[config.mk]
export PLATFORM = sky130hd
export DESIGN_NAME = div_seq
export DESIGN_NICKNAME = d
export VERILOG_FILES = /design/src/rtl/div_seq_pkg.sv /design/src/rtl/div_step.sv /design/src/rtl/div_seq.sv
export SDC_FILE = /design/constraint.sdc
export NUM_CORES = 1
export LEC_CHECK = 0
export BUFFER_PORTS_ARGS = -buffer_cell sky130_fd_sc_hd__buf_2
export CAP_MARGIN = 40
export CORE_ASPECT_RATIO = 1.75
export CORE_MARGIN = 3
export CORE_UTILIZATION = 30
export DETAILED_ROUTE_END_ITERATION = 10
export GPL_TIMING_DRIVEN = 1
export SYNTH_ARGS = -nofsm -noshare
export SYNTH_HDL_FRONTEND = slang
export SYNTH_SLANG_ARGS = --single-unit
[constraint.sdc]
create_clock -name clk_i -period 5.9 [get_ports clk_i]
set_clock_uncertainty 0.05 [all_clocks]
set_input_delay 0.59 -clock clk_i [delete_from_list [all_inputs] [get_ports clk_i]]
set_output_delay 0.59 -clock clk_i [all_outputs]
set_load 0.02 [all_outputs]
[src/rtl/div_seq_pkg.sv]
// Shared types and constants for the iterative RV32M divide/remainder unit.
package div_seq_pkg;
  localparam int XLEN         = 32;
  localparam bit EN_RV32M_EXT = 1'b1;

  typedef enum logic [1:0] {
    DIV_IDLE = 2'd0,
    DIV_CALC = 2'd1,
    DIV_DONE = 2'd2
  } div_state_t;

  // funct3[1:0] of the M-extension divide group
  typedef enum logic [1:0] {
    OP_DIV  = 2'b00,
    OP_DIVU = 2'b01,
    OP_REM  = 2'b10,
    OP_REMU = 2'b11
  } div_op_t;
endpackage

[src/rtl/div_step.sv]
// One restoring radix-2 step: shift {rem,quo} left, trial-subtract divisor.
module div_step #(
  parameter int XLEN = 32
) (
  input  logic [XLEN-1:0] rem,
  input  logic [XLEN-1:0] quo,
  input  logic [XLEN-1:0] divisor,
  output logic [XLEN-1:0] rem_nxt,
  output logic [XLEN-1:0] quo_nxt
);
  // rem < divisor on entry, so the shifted remainder needs one extra bit
  logic [XLEN:0] rem_sh;
  logic [XLEN:0] diff;
  logic          ge;

  always_comb begin
    rem_sh  = {rem, quo[XLEN-1]};
    diff    = rem_sh - {1'b0, divisor};
    ge      = (rem_sh >= {1'b0, divisor});
    rem_nxt = ge ? diff[XLEN-1:0] : rem_sh[XLEN-1:0];
    quo_nxt = {quo[XLEN-2:0], ge};
  end
endmodule

[src/rtl/div_seq.sv]
// Iterative RV32M DIV/DIVU/REM/REMU sequencer; stalls EX for XLEN+1 cycles per op.
module div_seq
  import div_seq_pkg::*;
#(
  parameter int XLEN = div_seq_pkg::XLEN
) (
  input  logic            clk_i,
  input  logic            rst_i,
  input  logic            start_i,
  input  logic [1:0]      op_i,
  input  logic [XLEN-1:0] dividend_i,
  input  logic [XLEN-1:0] divisor_i,
  input  logic            flush_i,
  output logic            stall_req_o,
  output logic            busy_o,
  output logic            done_o,
  output logic [XLEN-1:0] result_o
);
  localparam int CW = $clog2(XLEN);
  localparam logic [XLEN-1:0] MIN_NEG = {1'b1, {(XLEN-1){1'b0}}};

  div_state_t      state, state_nxt;
  logic [CW-1:0]   cnt;
  logic [XLEN-1:0] rem_q, quo_q, dvs_q, rem_nxt, quo_nxt, result_q;
  logic            neg_q, neg_r, is_rem;

  div_op_t         op;
  logic            sgn, a_neg, b_neg, div0, ovf, accept;
  logic [XLEN-1:0] a_abs, b_abs, spec_res, quo_fix, rem_fix;

  always_comb begin
    op       = div_op_t'(op_i);
    sgn      = (op == OP_DIV) || (op == OP_REM);
    a_neg    = sgn && dividend_i[XLEN-1];
    b_neg    = sgn && divisor_i[XLEN-1];
    a_abs    = a_neg ? -dividend_i : dividend_i;
    b_abs    = b_neg ? -divisor_i  : divisor_i;
    div0     = (divisor_i == '0);
    ovf      = sgn && (dividend_i == MIN_NEG) && (&divisor_i);
    // op_i[1] selects remainder
    if (div0) spec_res = op_i[1] ? dividend_i : '1;
    else      spec_res = op_i[1] ? '0 : MIN_NEG;
    accept   = (state == DIV_IDLE) && start_i && !flush_i;
  end

  div_step #(.XLEN(XLEN)) u_step (
    .rem     (rem_q),
    .quo     (quo_q),
    .divisor (dvs_q),
    .rem_nxt (rem_nxt),
    .quo_nxt (quo_nxt)
  );

  assign quo_fix = neg_q ? -quo_nxt : quo_nxt;
  assign rem_fix = neg_r ? -rem_nxt : rem_nxt;

  always_ff @(posedge clk_i) begin
    if (!rst_i) state <= DIV_IDLE;
    else        state <= state_nxt;
  end

  always_comb begin
    state_nxt = state;
    case (state)
      DIV_IDLE: if (accept) state_nxt = (div0 || ovf) ? DIV_DONE : DIV_CALC;
      DIV_CALC: if (cnt == '0) state_nxt = DIV_DONE;
      DIV_DONE: state_nxt = DIV_IDLE;
      default:  state_nxt = DIV_IDLE;
    endcase
    if (flush_i) state_nxt = DIV_IDLE;
  end

  assign stall_req_o = accept || (state == DIV_CALC);
  assign busy_o      = (state != DIV_IDLE);
  assign done_o      = (state == DIV_DONE);
  assign result_o    = result_q;

  always_ff @(posedge clk_i) begin
    if (!rst_i) begin
      cnt      <= '0;
      rem_q    <= '0;
      quo_q    <= '0;
      dvs_q    <= '0;
      neg_q    <= 1'b0;
      neg_r    <= 1'b0;
      is_rem   <= 1'b0;
      result_q <= '0;
    end else if (accept) begin
      is_rem <= op_i[1];
      if (div0 || ovf) begin
        result_q <= spec_res;
      end else begin
        quo_q <= a_abs;
        dvs_q <= b_abs;
        rem_q <= '0;
        cnt   <= CW'(XLEN-1);
        neg_q <= (op == OP_DIV) && (a_neg ^ b_neg);
        neg_r <= (op == OP_REM) && a_neg;
      end
    end else if (state == DIV_CALC && !flush_i) begin
      rem_q <= rem_nxt;
      quo_q <= quo_nxt;
      cnt   <= cnt - 1'b1;
      if (cnt == '0) result_q <= is_rem ? rem_fix : quo_fix;
    end
  end
endmodule

After elaboration in Yosys (flattened, before gate mapping)
Cells that the tools add are included.
{"block": "totals", "ff_bits": 138, "latch_bits": 0, "mem_bits_rw": 0, "mem_bits_ro": 0, "input_bits": 70, "output_inout_bits": 35, "wordCells": 79, "n_memories": 0}
{"block": "classes", "addsub": 6, "multipliers": 0, "div": 0, "order_cmp": 1, "n_eq_ne": 8, "shift": 0, "mux": 26, "bitwise_logic": 3, "n_reduce_logical": 26}
{"cell": "2-to-1 mux 32 bit", "n": 19}
{"cell": "negation 32 bit", "n": 4}
{"cell": ">= comparator 33 x 32 -> 1 bit", "n": 1}
{"cell": "== test 32 bit, second input constant", "n": 1}
{"cell": "zero test 32 bit", "n": 1}
{"cell": "AND reduction 32 bit", "n": 1}
{"cell": "subtractor 32 bit", "n": 1}
{"cell": "2-to-1 mux 5 bit", "n": 3}
{"cell": "logical AND 1 bit", "n": 9}
{"cell": "2-to-1 mux 2 bit", "n": 3}
{"cell": "!= test 2 bit, second input constant", "n": 3}
{"cell": "AND reduction 2 bit", "n": 3}
{"cell": "nonzero test 2 bit", "n": 3}
{"cell": "zero test 5 bit", "n": 1}
{"cell": "subtractor 5 x 1 -> 5 bit, second input constant", "n": 1}
{"cell": "== test 2 bit, second input constant", "n": 2}
{"cell": "zero test 2 bit", "n": 2}
{"cell": "case mux 2 bit (2 select lines)", "n": 1}
{"cell": "logical OR 1 bit", "n": 3}
{"cell": "AND reduction 3 bit", "n": 1}
{"cell": "== test 2 x 1 -> 1 bit, second input constant", "n": 1}
{"cell": "!= test 2 x 1 -> 1 bit, second input constant", "n": 1}
{"cell": "inverter 1 bit", "n": 2}
{"cell": "OR reduction 2 bit", "n": 1}
{"cell": "2 further kinds", "n": 2}

Logic depth before layout (Yosys ltp)
Gate-level depths: netlist (run 1).
{"block": "depth", "word_depth": 8, "depth_mapped": 23, "mapped_depth_nobuf": 20}

Modules after synthesis
A second synthesis (run 1) with hierarchy kept.
{"block": "unflattened", "hier_cells": 1459, "hier_area_um2": 11293.3}
{"mod": "div_seq", "n_inst": 1, "cells_each": 1104, "area_each_um2": 8722.1, "seq_area_each_um2": 2762.6}
{"mod": "div_step", "n_inst": 1, "cells_each": 355, "area_each_um2": 2571.2, "seq_area_each_um2": 0.0}

Least setup slack after synthesis (run 1)
OpenSTA, ideal clock, no wires.
{"block": "synth_timing", "kind": "reg2reg", "start": "register rem_q[7]", "end": "register result_q[30], in the netlist result_o[30]", "setup_ns": 0.120, "arrival_ns": 4.302, "required_time_ns": 5.730, "path_slack_ns": 1.428, "path_stages_with_launch": 23, "n_path_buf": 3, "period_less_slack_ns": 4.472, "cell_sequence": "dfxtp_1 -> ha_1 -> buf_2 -> a21oi_1 -> o21ai_1 -> or2_1 -> o2111a_1 -> o21ai_2 -> nand2_4 -> inv_2 -> buf_2 -> buf_2 -> ha_1 -> nand2_1 -> or2_1 -> or2b_1 -> o31ai_2 -> o21ai_1 -> xnor2_1 -> nor2_1 -> a211oi_1 -> a21oi_1 -> a211o_1"}
{"block": "synth_between", "elab_chain_cells": 8, "elab_cells_between_ends": 11, "classes_between": "add/sub (3); order compare (1); mux (7)"}
{"item": "from (decl)", "line": "div_seq.sv:24", "rtl": "logic [XLEN-1:0] rem_q, quo_q, dvs_q, rem_nxt, quo_nxt, result_q;"}
{"item": "from (signal assigned)", "line": "div_seq.sv:101", "rtl": "rem_q <= rem_nxt;"}
{"item": "subtractor 32 bit / >= comparator 33 x 32 -> 1 bit (equally long branches)", "line": "div_step.sv:18, div_step.sv:19"}
{"item": "2-to-1 mux 32 bit", "line": "div_step.sv:20", "rtl": "rem_nxt = ge ? diff[XLEN-1:0] : rem_sh[XLEN-1:0];"}
{"item": "negation 32 bit", "line": "div_seq.sv:55", "rtl": "assign rem_fix = neg_r ? -rem_nxt : rem_nxt;"}
{"item": "2-to-1 mux 32 bit", "line": "div_seq.sv:55"}
{"item": "2-to-1 mux 32 bit (*) (2 in a row)", "line": "div_seq.sv:104", "rtl": "if (cnt == '0) result_q <= is_rem ? rem_fix : quo_fix;"}
{"item": "2-to-1 mux 32 bit (*)", "line": "div_seq.sv:100", "rtl": "end else if (state == DIV_CALC && !flush_i) begin"}
{"item": "2-to-1 mux 32 bit (*)", "line": "div_seq.sv:88", "rtl": "end else if (accept) begin"}
{"item": "to (signal assigned)", "line": "div_seq.sv:91", "rtl": "result_q <= spec_res;"}
{"item": "to (signal assigned)", "line": "div_seq.sv:104"}
{"item": "to (decl)", "line": "div_seq.sv:24"}
Mark *: on every way between the ends. The rest lies on a longest branch, timed or not. The select of a mux whose other input is x is not followed.
A chain may end at the register's enable or synchronous reset.

Worst setup path in the final report (run 1)
{"block": "layout_timing", "start": "register rem_q[2]", "end": "register result_q[30], in the netlist result_o[30]"}
Same word-level chain as after synthesis.

==> results of run 1 <==
-- synthesized netlist by cell type, drive strengths merged, types with 24 or more instances --
master and number:
a21boi 48, and2 41, or3 28, nor3 48
nand2 205, mux2i 29, dfxtp 138, o211ai 52
xnor2 70, xor2 47, o31ai 26, o21ai 123
inv 61, ha 39, buf 29, nor2 92
nand2b 24, clkbuf 74, nand3 60, a21oi 95
o211a 29, a211oi 25
-- placed cells by master (no fill, tap or decap), drive strengths merged, types with 23 or more instances in the layout --
cell      n
nand2   205
dfxtp   138
buf     126
o21ai   123
a21oi    95
nor2     92
xnor2    70
inv      61
nand3    60
o211ai   52
nor3     48
a21boi   48
xor2     47
and2     41
ha       39
mux2i    29
o211a    29
or3      28
o31ai    26
a211oi   25
nand2b   24
a31oi    23
-- area by class of cell --
type	instances	area [µm²]	area share [%]
Sequential cell	138	2760	20.7
Clock buffer	20	457	3.42
Timing Repair Buffer	127	736	5.51
Tap cell	485	607	4.54
Clock inverter	12	195	1.46
Multi-Input combinational cell	1307	8380	62.7
Inverter	61	229	1.71
-- logic make-up (layout without fill, tap and decap cells) --
group | count (synthesis) | after routing | share of synthesized area, %
mux | 30 | 30 | 2.56
xor+xnor | 117 | 117 | 8.70
buf+inv | 164 | 220 | 5.55
flops | 138 | 138 | 23.4
compound gates | 508 | 508 | 29.2
simple gates | 612 | 612 | 26.2
fa+ha+maj | 40 | 40 | 4.31
-- power by group --
part	internal [mW]	switching (mW)	leakage [nW]
Clock	0.769	0.453	0.308
Combinational	0.247	0.445	3.95
Sequential	0.962	0.0276	1.12
-- metal layers --
layer  wire (µm)  part of all wire, %  track usage [%]
met5           0                    0                0
met3        2200                  5.3             3.69
met1       16600                   40             21.8
met2       20800                   50             35.0
met4        1830                  4.4             9.20
-- sequential cells by signal, summed over array words and instances (netlist names) --
signal    flops
quo_q        32
rem_q        32
cnt           5
state         2
neg_q         1
dvs_q        32
is_rem        1
neg_r         1
result_o     32
-- worst max-delay path by stage --
stage	startpoint	end	cells past startpoint
floorplan	rem_q[7]	result_o[30]	22
global placement	rem_q[5]	result_o[30]	16
detailed placement	rem_q[2]	result_o[30]	15
CTS	rem_q[5]	result_o[30]	16
global route	rem_q[2]	result_o[30]	15
finish	rem_q[2]	result_o[30]	15
-- per-stage QoR --
| step | utilization, % | hold WS, ps | std cells |
|---|---|---|---|
| 6_report | 34.6 | 377 | 2150 |
| 5_1_grt | 34.6 | 389 | 2150 |
| 4_1_cts | 34.6 | 360 | 2150 |
| 3_5_place_dp | 32.9 | 386 | 2118 |
| 3_3_place_gp | 32.7 | 382 | 2114 |
| 2_1_floorplan | - | 369 | 1609 |
-- worst reg2reg max path, cell delays in order, from the launching register on --
cell and delay, ps:
dfxtp_1 510, ha_1 370, a21oi_1 380, a211oi_2 190, o2111a_1 320, o21ai_2 620
nand2_4 170, mux2i_1 270, ha_1 250, nand3_1 110, a2111o_1 310, o21ai_0 200
o211ai_1 390, nor4b_1 470, nor4_1 100, a211o_1 260
==> qor.csv, run 1 <==
metric,value,unit
average wire per standard cell,19.3,µm
final count of negative-setup-slack endpoints,0,
number of flops mapped to enable cells by yosys,0,
DRT iter0 DRCs,682,
clk_lat worst skew,460,ps
hold_sp,divisor_i[0],
Mapped Cells,1609,
# IOs,105,
max-cap viol count,0,
Max Freq,197,MHz
CP most frequent cell,ha_1,
Slew @ Worst Pin,846,ps
Detailed Routing Iterations Pass 1,7,
Leak,5.37,nW
vias per cell,5.69,
largest net degree at the start of global routing,79,
share of layout cells above drive strength 1,11.6,%
initial core utilization,30.5,%
Slowest Stage Delay on Critical Path,620,ps
Filler Cells Inserted,4106,
Diodes inserted,0,
die area,41800,µm²
#FFs+latches synth,138,
Synth Cell Area,11800,µm²
cell family with most CP delay,compound AO/OA/AOI/OAI gates,
"Slew Viols, Final",0,
min-delay worst type,input port to flip-flop,
post-route clock period utilization,86.0,%
worst hold endpoint,dvs_q[0],
via count,12200,
Die Wd,156,µm
global-route wire length before repair,64.5,mm
syn_area_per_cell,7.32,µm²
CP Buf/Inv Count,0,
flop-to-flop setup slack,830,ps
Setup crit end kind,flip-flop,
CP Launch Type,flip-flop,
placed inst area,12700,µm²
Synthesized Nets,1719,
via count of the first global-routing pass,11700,
DRC viols,0,
CP required,6200,ps
pre-CTS setup slack,950,ps
Rows,95,
leading area contributor after synthesis,dfxtp_1,
Min-Delay Path Depth,3,
synth unique cells,89,
post-cts resize count,0,
Routability Congestion,0.931,
Synth area leaders,"dfxtp_1, nand2_1, xnor2_1",
"Non-Filler Cell Area, Final",13400,µm²
CTS H-tree depth,4,
ys flop type,dfxtp_1,
Die H,268,µm
root buffer cell,clkbuf_16,
CTS tree,yes,
Worst Slack Setup Final,829,ps
CTS buffer count,17,
post-route setup TNS,0,ps
Buffers on Ports,104,
Post-synth ARST share,0,%
reg2reg path depth,15,
outcome,completed,
sequential area share after synthesis,23.4,%
Clock Sinks,138,
GR Overflow Total,0,
post-DP HPWL,31.7,mm
critical-path maximum fanout,14,
GRT Resource Usage Total,19.4,%
initial antenna violation count,0,
clk slew on worst S/H paths,60,ps
RSZ-0062 raised after global routing,false,
Max-slew headroom,42.1,%
Reg2Reg Capture Point,result_o[30],
Nets,1762,
crit path kind,flip-flop to flip-flop,
VDD IR max,0.210,mV
hold buffers post-CTS,0,
CTS Buffer Depth,2,
core area,38600,µm²
area added between synthesis and finish,13.4,%
drt total wl,41.4,mm
antenna-violating nets left,0,
FF-to-FF Start,rem_q[2],
CP arrival,5370,ps
power density cells,217,nW/µm²
Hold Fails Final Rpt,0,
Ys Warns,0,
CP max-delay cell,o21ai_2,
"Critical Path, Cell by Cell",ha_1 -> a21oi_1 -> a211oi_2 -> o2111a_1 -> o21ai_2 -> nand2_4 -> mux2i_1 -> ha_1 -> nand3_1 -> a2111o_1 -> o21ai_0 -> o211ai_1 -> nor4b_1 -> nor4_1 -> a211o_1,
Power Total,2.90,mW
Setup Buffers After CTS,0,
top cell type's share of synthesized area,23.4,%
crit path time final,5070,ps
No activity file was read; power rests on OpenSTA's default activity.
==> run 2, diff against run 1 <==
Settings changed: CORE_ASPECT_RATIO 1.75 to 0.75.
==> run 2 against run 1 <==
Non-clock buffer count shrank 1. Global-route usage fell by 0.48 points. Worst setup slack got worse by 150 ps. Highest routed layer unchanged.
==> qor.csv, run 2 (same netlist as run 1, synthesis figures left out) <==
metric,value,unit
CTS buffer count,17,
via count,12500,
worst hold endpoint,result_o[10],
GRT Resource Usage Total,18.9,%
"Non-Filler Cell Area, Final",13400,µm²
CP Buf/Inv Count,0,
flop-to-flop setup slack,680,ps
power density cells,216,nW/µm²
post-route setup TNS,0,ps
"commonest non-fill, non-tap cell in the layout",nand2_1,
stages on the worst setup path,15,
hold_sp,result_o[10],
fin util,34.7,%
Setup Buffers After CTS,0,
# placed instances,2144,
DRT iter0 DRCs,1181,
crit path time final,5220,ps
antenna-violating nets left,0,
VDD IR max,0.177,mV
drt total wl,40.6,mm
Buffers on Ports,104,
Min-Delay Path Depth,2,
largest net degree at the start of global routing,88,
min-delay worst type,flip-flop to flip-flop,
Slowest Stage Delay on Critical Path,580,ps
max-cap viol count,0,
Slew @ Worst Pin,963,ps
root buffer cell,clkbuf_16,
crit path kind,flip-flop to flip-flop,
area added between synthesis and finish,13.5,%
share of layout cells above drive strength 1,11.6,%
# IOs,105,
Nets,1761,
Reg2Reg Capture Point,result_o[30],
post-DP HPWL,30.6,mm
Setup crit end kind,flip-flop,
Detailed Routing Iterations Pass 1,5,
initial antenna violation count,0,
clk_lat worst skew,450,ps
Die Wd,235,µm
Diodes inserted,0,
CTS Buffer Depth,2,
FF-to-FF Start,rem_q[2],
Routability Congestion,0.922,
"Slew Viols, Final",0,
outcome,completed,
CP Launch Type,flip-flop,
global-route wire length before repair,64.1,mm
CTS tree,yes,
CP arrival,5510,ps
die area,41700,µm²
Die H,178,µm
hold buffers post-CTS,0,
CP required,6190,ps
Max-slew headroom,35.2,%
Rows,62,
via count of the first global-routing pass,11400,
final count of negative-setup-slack endpoints,0,
clk slew on worst S/H paths,70,ps
placed inst area,12700,µm²
Finished Layout Cells,2176,
vias per cell,5.73,
CP most frequent cell,ha_1,
post-route clock period utilization,88.4,%
CP max-delay cell,o21ai_2,
average wire per standard cell,18.7,µm
most frequent cells in the layout,"nand2_1, dfxtp_1, buf_2",
critical-path maximum fanout,19,
cell family with most CP delay,compound AO/OA/AOI/OAI gates,
GR Overflow Total,0,
DRC viols,0,
Leak,5.36,nW
post-cts resize count,0,
"Critical Path, Cell by Cell",ha_1 -> a21oi_1 -> a211oi_2 -> o2111a_1 -> o21ai_2 -> nand2_4 -> mux2i_1 -> ha_1 -> nand3_1 -> a2111o_1 -> o21ai_0 -> o211ai_1 -> nor4b_1 -> nor4_1 -> a211o_1,
initial core utilization,30.6,%
core area,38600,µm²
CTS H-tree depth,4,
Max Freq,192,MHz
Hold Fails Final Rpt,0,
Clock Sinks,138,
RSZ-0062 raised after global routing,false,
reg2reg path depth,15,
run 2: cell type report:
cell class / instances / area, µm²
Clock buffer: 19 / 453
Clock inverter: 13 / 188
Fill cell: 4081 / 25200
Inverter: 61 / 229
Multi-Input combinational cell: 1307 / 8380
Sequential cell: 138 / 2760
Tap cell: 512 / 641
Timing Repair Buffer: 126 / 723
run 2: worst max-delay path by stage:
| stage | startpoint | end |
|---|---|---|
| floorplan | rem_q[7] | result_o[30] |
| global placement | rem_q[5] | result_o[30] |
| detailed placement | rem_q[2] | result_o[30] |
| CTS | rem_q[2] | result_o[30] |
| global route | rem_q[2] | result_o[30] |
| finish | rem_q[2] | result_o[30] |
run 2: metal layers:
layer	vias to the layer above	part of all wire, %	GRT usage (%)
met2	478	44	29.9
met4	0	2.6	5.40
met5	-	0	0
met1	5982	47	26.7
li1	5953	-	-
met3	55	6.3	2.94
run 2: tightest hold or removal path, stage by stage (launching register included):
cell     delay (ps)
dfxtp_1         300
nand2_1          50
o21ai_1          50
run 2: stage by stage:
stage	hold WS, ps	total power, mW	setup WS, ps
2_1_floorplan	369	1.48	1430
3_3_place_gp	380	1.68	982
3_5_place_dp	382	1.69	822
4_1_cts	393	2.89	788
5_1_grt	419	3.01	298
6_report	392	2.89	682
run 2: report_power, final:
| part | total [mW] | switching [mW] | internal (mW) |
|---|---|---|---|
| sequential | 0.988 | 0.0261 | 0.962 |
| combinational | 0.694 | 0.447 | 0.247 |
| clock | 1.21 | 0.472 | 0.734 |
| total | 2.89 | 0.945 | 1.94 |
==> run 3, diff against run 2 <==
Settings changed: ABC_AREA from default to 1, CORE_MARGIN 3 to default.
==> run 3 against run 2 <==
Design area increased by 4.4%. Wire length up 15%. Die area is 0.92% higher. Sequential share of layout area fell by 0.87 points. Count of clock-buffer cells in the layout grew 3. Register-to-register slack lost 30 ps. First-iteration DRC count up 7.4%. Sequential power about the same. Global-route usage increased by 3.0 points. Synthesized cell count rose by 34%. Flip-flop and latch count unchanged. Combinational power up 30%. Critical endpoint unchanged.
==> qor.csv, run 3 <==
metric,value,unit
core area,40800,µm²
initial antenna violation count,0,
Max-slew headroom,36.4,%
sequential area share after synthesis,22.3,%
GR Overflow Total,0,
Setup Buffers After CTS,0,
clk_lat worst skew,450,ps
largest family of logic cells by synthesized area,simple AND/OR/NAND/NOR gates,
antenna-violating nets left,0,
syn_area_per_cell,5.76,µm²
Hold Fails Final Rpt,0,
CP max-delay cell,nand2_4,
CP Launch Type,flip-flop,
Ys Warns,0,
most frequent cells after synthesis,"nand2_1, inv_1, nor2_1",
Max Freq,191,MHz
Power Total,3.06,mW
reg2reg path depth,28,
root buffer cell,clkbuf_16,
post-cts resize count,0,
post-DP HPWL,36.6,mm
CTS H-tree depth,4,
top cell type's share of synthesized area,22.3,%
# IOs,105,
hold_sp,op_i[1],
Buffers on Ports,104,
Diodes inserted,0,
most frequent cells in the layout,"nand2_1, inv_1, nor2_1",
number of flops mapped to enable cells by yosys,0,
RSZ-0062 raised after global routing,false,
Synthesized Nets,2261,
"Slew Viols, Final",0,
Die Wd,237,µm
# placed instances,2720,
ys flop type,dfxtp_1,
clk slew on worst S/H paths,60,ps
via count of the first global-routing pass,12600,
VDD IR max,0.177,mV
area added between synthesis and finish,12.7,%
flop-to-flop setup slack,660,ps
initial core utilization,30.4,%
Clock Sinks,138,
outcome,completed,
hold buffers post-CTS,0,
Reg2Reg Capture Point,result_o[30],
Synth Area in XOR/XNOR,3.89,%
Synth area leaders,"dfxtp_1, nand2_1, inv_1",
critical-path maximum fanout,38,
DRT iter0 DRCs,1268,
Mapped Cells,2151,
cell with the most instances after synthesis,nand2_1,
power density cells,219,nW/µm²
global-route wire length before repair,71.4,mm
CTS buffer count,17,
GRT Resource Usage Total,22.0,%
Slowest Stage Delay on Critical Path,390,ps
average wire per standard cell,16.9,µm
"commonest non-fill, non-tap cell in the layout",nand2_1,
Synth Cell Area,12400,µm²
Synth Area in Compound Gates,17.5,%
worst hold endpoint,neg_r,
post-route setup TNS,0,ps
crit path kind,flip-flop to flip-flop,
Nets,2321,
#FFs+latches synth,138,
die area,42100,µm²
final count of negative-setup-slack endpoints,0,
synth unique cells,52,
share of layout cells above drive strength 1,11.2,%
CP required,6220,ps
Detailed Routing Iterations Pass 1,5,
DRC viols,0,
Rows,64,
FF-to-FF Start,dvs_q[12],
max-cap viol count,0,
largest net degree at the start of global routing,63,
post-synthesis mux area share,0,%
Routability Congestion,0.965,
CTS tree,yes,
CTS Buffer Depth,2,
Post-synth ARST share,0,%
Setup crit end kind,flip-flop,
drt total wl,46.6,mm
CP arrival,5570,ps
crit path time final,5240,ps
Post-Synth Adder-Cell Area,4.10,%
Finished Layout Cells,2750,
leading area contributor after synthesis,dfxtp_1,
worst hold margin,394,ps
CP most frequent cell,nand2_1,
Leak,6.78,nW
Min-Delay Path Depth,3,
Slew @ Worst Pin,947,ps
Post-Synth Simple-Gate Area,40.0,%
via count,14100,
vias per cell,5.14,
Die H,178,µm
post-route clock period utilization,88.9,%
min-delay worst type,input port to flip-flop,
[run 3: cell types whose count changed after synthesis, sizes merged, moves of 36 or more]
cell / before / now
o211ai: 52 / 15
xnor2: 70 / 15
nand3: 60 / 166
a21boi: 48 / 0
and2: 41 / 5
nand2: 205 / 643
inv: 61 / 297
a21oi: 95 / 192
nor2: 92 / 221
[run 3: cell type report]
class	count	area, µm²
Timing Repair Buffer	123	686
Sequential cell	138	2760
Clock buffer	22	474
Clock inverter	8	119
Inverter	300	1130
Fill cell	4551	26800
Tap cell	528	661
Multi-Input combinational cell	1631	8130
[run 3: cells by family (layout without fill, tap and decap cells)]
kind of cell             after synthesis  after routing
AND/OR/NAND/NOR                     1137           1137
AO/OA/AOI/OAI                        399            399
buffers and inverters                382            453
flip-flops                           138            138
XOR/XNOR                              55             55
adder cells (fa/ha/maj)               40             40
[run 3: worst max-delay path by stage]
| stage | start | slack (ps) | endpoint | depth (start not counted) |
|---|---|---|---|---|
| final | dvs_q[12] | 660 | result_o[30] | 28 |
| after global routing | dvs_q[12] | 130 | result_o[30] | 28 |
| after CTS | dvs_q[24] | 810 | result_o[30] | 26 |
| after detailed placement | dvs_q[12] | 860 | result_o[30] | 28 |
| after global placement | dvs_q[25] | 860 | result_o[30] | 26 |
| after floorplan | dvs_q[26] | 2190 | result_o[30] | 27 |
[run 3: where the power goes]
| group | switching, mW | internal (mW) | total, mW |
|---|---|---|---|
| registers | 0.0387 | 0.982 | 1.02 |
| clock network | 0.442 | 0.691 | 1.13 |
| logic | 0.632 | 0.269 | 0.901 |
[run 3: per-layer routing]
layer	global-route usage (%)	routed length, µm
met1	33.8	23900
met2	30.5	18300
met3	4.56	3880
met4	4.87	566
met5	0	0
[run 3: metrics by stage]
stage / utilization (%) / cell area [µm²] / setup WS (ps)
after global routing: 34.2 / 14000 / 134
after floorplan: - / 12400 / 2190
after CTS: 34.2 / 14000 / 813
after detailed placement: 32.8 / 13400 / 862
final: 34.2 / 14000 / 656
after global placement: 32.7 / 13300 / 861
[run 3: worst max-delay path, delay by kind of cell (launching register included)]
kind	cells	cell delay [ps]
buffers and inverters	5	690
DFF	1	340
adders and majority gates	2	560
and+or+nand+nor	16	2710
AOI/OAI and AO/OA	5	820
